### src/rtl/encoder.sv
// Registered MSB-first priority encoder: index of the highest set request bit plus valid.
// Optional macro ENCODER_MULTI_DET_EN adds a registered 'multi' flag (two or more bits set).
module encoder #(
    parameter  int WIDTH = 8,
    localparam int OUT_W = $clog2(WIDTH)
) (
    input  logic             clk,
    input  logic             rst_n,
    input  logic [WIDTH-1:0] in,
    output logic [OUT_W-1:0] out,
`ifdef ENCODER_MULTI_DET_EN
    output logic             valid,
    output logic             multi
`else
    output logic             valid
`endif
);

    // any_above[i] is set when some bit strictly above i is set. It runs as a
    // chain from the MSB down.
    logic [WIDTH-1:0] any_above;
    logic [WIDTH-1:0] hit;
    logic [OUT_W-1:0] idx_next;
    logic             valid_next;

    genvar gi;
    generate
        for (gi = 0; gi < WIDTH; gi++) begin : g_chain
            if (gi == WIDTH - 1) begin : g_top
                assign any_above[gi] = 1'b0;
            end else begin : g_lower
                assign any_above[gi] = any_above[gi+1] | in[gi+1];
            end
            assign hit[gi] = in[gi] & ~any_above[gi];
        end
    endgenerate

    // hit is at most one-hot, so OR-ing the selected indices gives the encoded
    // value. An index code above WIDTH-1 can never be produced.
    always_comb begin
        idx_next = '0;
        for (int i = 0; i < WIDTH; i++) begin
            if (hit[i]) begin
                idx_next = idx_next | OUT_W'(i);
            end
        end
    end

    assign valid_next = any_above[0] | in[0];

    always_ff @(posedge clk or negedge rst_n) begin
        if (!rst_n) begin
            out   <= '0;
            valid <= 1'b0;
        end else begin
            out   <= idx_next;
            valid <= valid_next;
        end
    end

`ifdef ENCODER_MULTI_DET_EN
    logic multi_next;

    // Any set bit other than the winning one means two or more requests are active.
    assign multi_next = |(in & ~hit);

    always_ff @(posedge clk or negedge rst_n) begin
        if (!rst_n) begin
            multi <= 1'b0;
        end else begin
            multi <= multi_next;
        end
    end
`endif

endmodule

### config.mk
export PLATFORM = sky130hd
export DESIGN_NAME = encoder
export DESIGN_NICKNAME = d
export VERILOG_FILES = /design/src/rtl/encoder.sv
export SDC_FILE = /design/constraint.sdc
export NUM_CORES = 1
export LEC_CHECK = 0
export CAP_MARGIN = 20
export CELL_PAD_IN_SITES_DETAIL_PLACEMENT = 2
export CELL_PAD_IN_SITES_GLOBAL_PLACEMENT = 2
export CORE_AREA = 5 5 42 44
export CTS_BUF_LIST = sky130_fd_sc_hd__clkbuf_8 sky130_fd_sc_hd__clkbuf_16
export DETAILED_ROUTE_END_ITERATION = 12
export DIE_AREA = 0 0 47 49
export PLACE_DENSITY = 0.7
export SKIP_CTS_REPAIR_TIMING = 1
export SYNTH_ARGS = -nofsm -noshare
export SYNTH_HDL_FRONTEND = slang
export SYNTH_SLANG_ARGS = --single-unit
### constraint.sdc
create_clock -name clk -period 0.8 [get_ports clk]
set_input_delay 0.16 -clock clk [delete_from_list [all_inputs] [get_ports clk]]
set_output_delay 0.16 -clock clk [all_outputs]
set_load 0.02 [all_outputs]
### Word level (Yosys, flattened, before mapping)

Index checks and enable logic that the tools add are counted.

| cells by class | value |
|---|---|
| muxes and demuxes | 7 |
| bitwise gates (word level) | 19 |

Operators by type and width:

| cell | number |
|---|---|
| two-way mux 3 bit | 4 |
| bitwise OR 1 bit | 7 |
| AND 1 bit | 6 |
| inverter 1 bit | 6 |
| two-way mux 2 bit | 2 |
| two-way mux 1 bit | 1 |

| word-level totals | value |
|---|---|
| output and inout bits | 4 |
| logic and storage cells | 28 |
| bits in registers | 4 |

### Depth between registers and ports, before layout

| logic depth | value |
|---|---|
| word-level depth | 14 |
| mapped depth | 3 |
| gate-level depth less buffers | 3 |

### Worst setup path before layout

No wires, ideal clock.

| timing path | value |
|---|---|
| path kind | register to output |
| start | register out[0] |
| end | output port out[0] |
| buffers on the path | 0 |
| stages on the path, launching flop included | 1 |
| required time | 0.640 ns |
| setup slack | 0.224 ns |
| data arrival time | 0.416 ns |
| cells stage by stage | dfrtp_1 |

RTL lines:

| element | RTL line | text |
|---|---|---|
| start, declared | 10 | `output logic [OUT_W-1:0] out,` |
| start signal, assigned | 56 | `out <= idx_next;` |

No word-level cell between the ends.

### Worst setup path in the final report

| timing path | value |
|---|---|
| start | register out[2] |
| end | output port out[2] |

No word-level cell between the ends.

==> tab_implementation.tex <==
\begin{tabular}{lr}
\hline
Metric & Value \\
\hline
\multicolumn{2}{l}{\textbf{Status}} \\
\quad Status & finished, violations left \\
\quad Failing checks & negative setup slack \\
\multicolumn{2}{l}{\textbf{Power}} \\
\quad Clock network power share & 56.4\% \\
\quad Portion of total power attributed to sequential cells & 28.7\% \\
\quad Internal & 0.592 mW \\
\quad Switching share of power & 21.0\% \\
\quad Switching power & 0.157 mW \\
\quad Maximum vdd drop & 0.409 mV \\
\quad Power density relative to cell area & 1920 nW/µm² \\
\quad Static power due to leakage & 0.209 nW \\
\quad Logic gate share of total power & 14.8\% \\
\quad Power, Total & 0.749 mW \\
\multicolumn{2}{l}{\textbf{Global routing}} \\
\quad Aggregate global routing overflow & 0 \\
\quad Vias in the first global route & 240 \\
\quad Maximum number of pins on one net before global-route repair & 5 \\
\quad Initial antenna violation count & 0 \\
\quad GR Util All Layers & 7.35\% \\
\quad Global-route wire length before repair & 1080 µm \\
\multicolumn{2}{l}{\textbf{Layout}} \\
\quad Final std cells w/o fill & 48 \\
\quad Inserted Diodes & 0 \\
\quad Commonest cells after routing, fill and taps aside & sky130\_fd\_sc\_hd\_\_dlymetal6s2s\_1, sky130\_fd\_sc\_hd\_\_dfrtp\_1, sky130\_fd\_sc\_hd\_\_buf\_6 \\
\quad Share of post-route cells with drive strength above 1 & 40.6\% \\
\quad Layout Utilization & 27.8\% \\
\quad Area Overhead vs Synth & 147\% \\
\quad Most common library cell in the layout ignoring fill and taps & sky130\_fd\_sc\_hd\_\_dlymetal6s2s\_1 \\
\quad Filler cell count in the final layout & 163 \\
\quad Final net count & 44 \\
\multicolumn{2}{l}{\textbf{Critical path}} \\
\quad Worst endpoint data arrival time & 0.72 ns \\
\quad Capturing element type of the critical path & output pin \\
\quad Slowest stage cell, crit path & sky130\_fd\_sc\_hd\_\_dfrtp\_1 \\
\quad Worst stage delay on the critical path & 0.37 ns \\
\quad Worst path cell trace & buf\_6 \\
\quad Worst setup path category & reg -> out \\
\quad Type of element launching the critical path & flop \\
\quad Highest fanout seen on the critical path & 1 \\
\quad Required time reported for the critical path endpoint & 0.64 ns \\
\quad Bufs and invs on worst path & 1 \\
\quad Cell family with most CP delay & flip-flops \\
\multicolumn{2}{l}{\textbf{Clocking}} \\
\quad Clock sink count & 4 \\
\quad Clock edge transition at the registers on the reported setup and hold paths & 0.03 ns \\
\quad Clock tree from TritonCTS & built \\
\quad CTS Root Buffer Type & sky130\_fd\_sc\_hd\_\_clkbuf\_8 \\
\quad Number of clock buffers inserted by TritonCTS & 3 \\
\quad Clock tree buffer depth & 2 \\
\quad H-tree lvl count & 1 \\
\multicolumn{2}{l}{\textbf{Timing}} \\
\quad Smallest setup slack after layout & -0.0793 ns \\
\quad Setup violation total in the final timing report & 4 \\
\quad Relative max-transition margin & 87.7\% \\
\quad Pin slew with the least headroom to its limit & 0.183 ns \\
\quad RSZ-0062 raised after global routing & true \\
\quad Final-report max-slew violation count & 0 \\
\quad Post-layout min period & 0.879 ns \\
\quad Number of failing hold endpoints at the final stage & 0 \\
\quad Final period util & 110\% \\
\quad Maximum clock rate & 1.14 GHz \\
\multicolumn{2}{l}{\textbf{Route}} \\
\quad First-pass iteration count of the detailed router & 1 \\
\quad Remaining antenna violation count after routing & 0 \\
\quad DRC violation count after routing & 0 \\
\quad Total detailed-routing wirelength & 715 µm \\
\quad Vias & 198 \\
\quad Initial detailed-routing violation count & 0 \\
\quad Vias per inst & 4.13 \\
\quad Routed wire length per instance & 14.9 µm \\
\multicolumn{2}{l}{\textbf{Floorplanning}} \\
\quad Floorplan core area & 1400 µm² \\
\quad Starting utilization of the core area & 11.2\% \\
\quad Number of placement rows & 14 \\
\quad Die X & 47 µm \\
\quad Area enclosed by the die boundary & 2300 µm² \\
\quad Ports & 14 \\
\quad Y dimension of the die & 49 µm \\
\multicolumn{2}{l}{\textbf{Synth}} \\
\quad Synth cell types & 8 \\
\quad Seq/Total Area, Yosys & 63.5\% \\
\quad Synthesized instance count & 16 \\
\quad Cell type with the largest total area after synthesis & sky130\_fd\_sc\_hd\_\_dfrtp\_1 \\
\quad Synthesized netlist net count & 26 \\
\quad Fraction of synthesized cell area taken by the top area cell type & 63.5\% \\
\quad Synth Area per Inst & 9.85 µm² \\
\quad Summed instance area of the synthesized netlist & 158 µm² \\
\quad Synthesis warning total & 0 \\
\quad Synthesized flop and latch total & 4 \\
\quad Top cells by area, synth & sky130\_fd\_sc\_hd\_\_dfrtp\_1, sky130\_fd\_sc\_hd\_\_nor2\_1, sky130\_fd\_sc\_hd\_\_o31ai\_1 \\
\multicolumn{2}{l}{\textbf{Place}} \\
\quad Placed Cells & 45 \\
\quad Detailed placement HPWL & 551 µm \\
\quad Port Buf Inserts & 13 \\
\quad Routability congestion estimate from global placement & 0.767 \\
\multicolumn{2}{l}{\textbf{Hold path}} \\
\quad Min-delay worst type & in -> async \\
\multicolumn{2}{l}{\textbf{Flow run}} \\
\quad Max-cap violation count & 0 \\
\hline
\end{tabular}
[cell usage after synthesis]
cell / n
sky130_fd_sc_hd__nand2_1: 1
sky130_fd_sc_hd__o31ai_1: 2
sky130_fd_sc_hd__inv_1: 1
sky130_fd_sc_hd__dfrtp_1: 4
sky130_fd_sc_hd__a21oi_1: 2
sky130_fd_sc_hd__nand4_1: 1
sky130_fd_sc_hd__clkinv_1: 1
sky130_fd_sc_hd__nor2_1: 4
[power groups by stage]
stage / clock [mW] / combinational [mW] / sequential (mW)
6_report: 0.423 / 0.111 / 0.215
5_1_grt: 0.455 / 0.119 / 0.216
4_1_cts: 0.445 / 0.104 / 0.214
3_5_place_dp: 0 / 0.103 / 0.216
3_3_place_gp: 0 / 0.0958 / 0.215
2_1_floorplan: 0 / 0.0156 / 0.226
[routing by layer]
layer  wire, µm  vias to the layer above  track usage, %  share of wire [%]
li1           -                       86               -                  -
met4         46                        0            6.91                6.4
met3         82                        5            5.17                 11
met5          0                        -               0                  0
met1        243                       87            6.89                 34
met2        342                       20            9.95                 48
[worst paths after layout]
kind	start	to	cells after the start
setup / recovery	out[2]	out[2]	1
hold / removal	rst_n	valid	1
max in group asynchronous	rst_n	out[0]	1
min in group clk	in[6]	out[0]	2
[kinds of logic (layout without fill, tap and decap cells)]
group | count (synthesis) | after routing | synth area share (%)
simple gates | 6 | 6 | 15.9
compound gates | 4 | 4 | 15.9
flops | 4 | 4 | 63.5
buf+inv | 2 | 18 | 4.76
[sequential cells by signal (all words and copies together) (netlist names)]
register	flops
valid	1
out	3
[final cells by class]
type                            count  area, µm²  share of cell area [%]
Tap cell                           16       20.0                    5.14
Multi-Input combinational cell     10       67.6                    17.4
Inverter                            2       7.51                    1.93
Sequential cell                     4        100                    25.7
Timing Repair Buffer               13        153                    39.2
Clock buffer                        3       41.3                    10.6
[metrics by stage]
step	area, µm²	worst slack (ns)	TNS (ns)	hold slack [ns]
CTS	349	-0.532	-2.21	0.140
global placement	308	-0.257	-1.82	0.365
detailed placement	308	-0.336	-2.17	0.372
floorplan	158	0.224	0	-0.136
global route	389	-0.113	-0.383	0.160
finish	389	-0.0793	-0.280	0.144
Note: power is estimated with default switching activity, not from simulation.
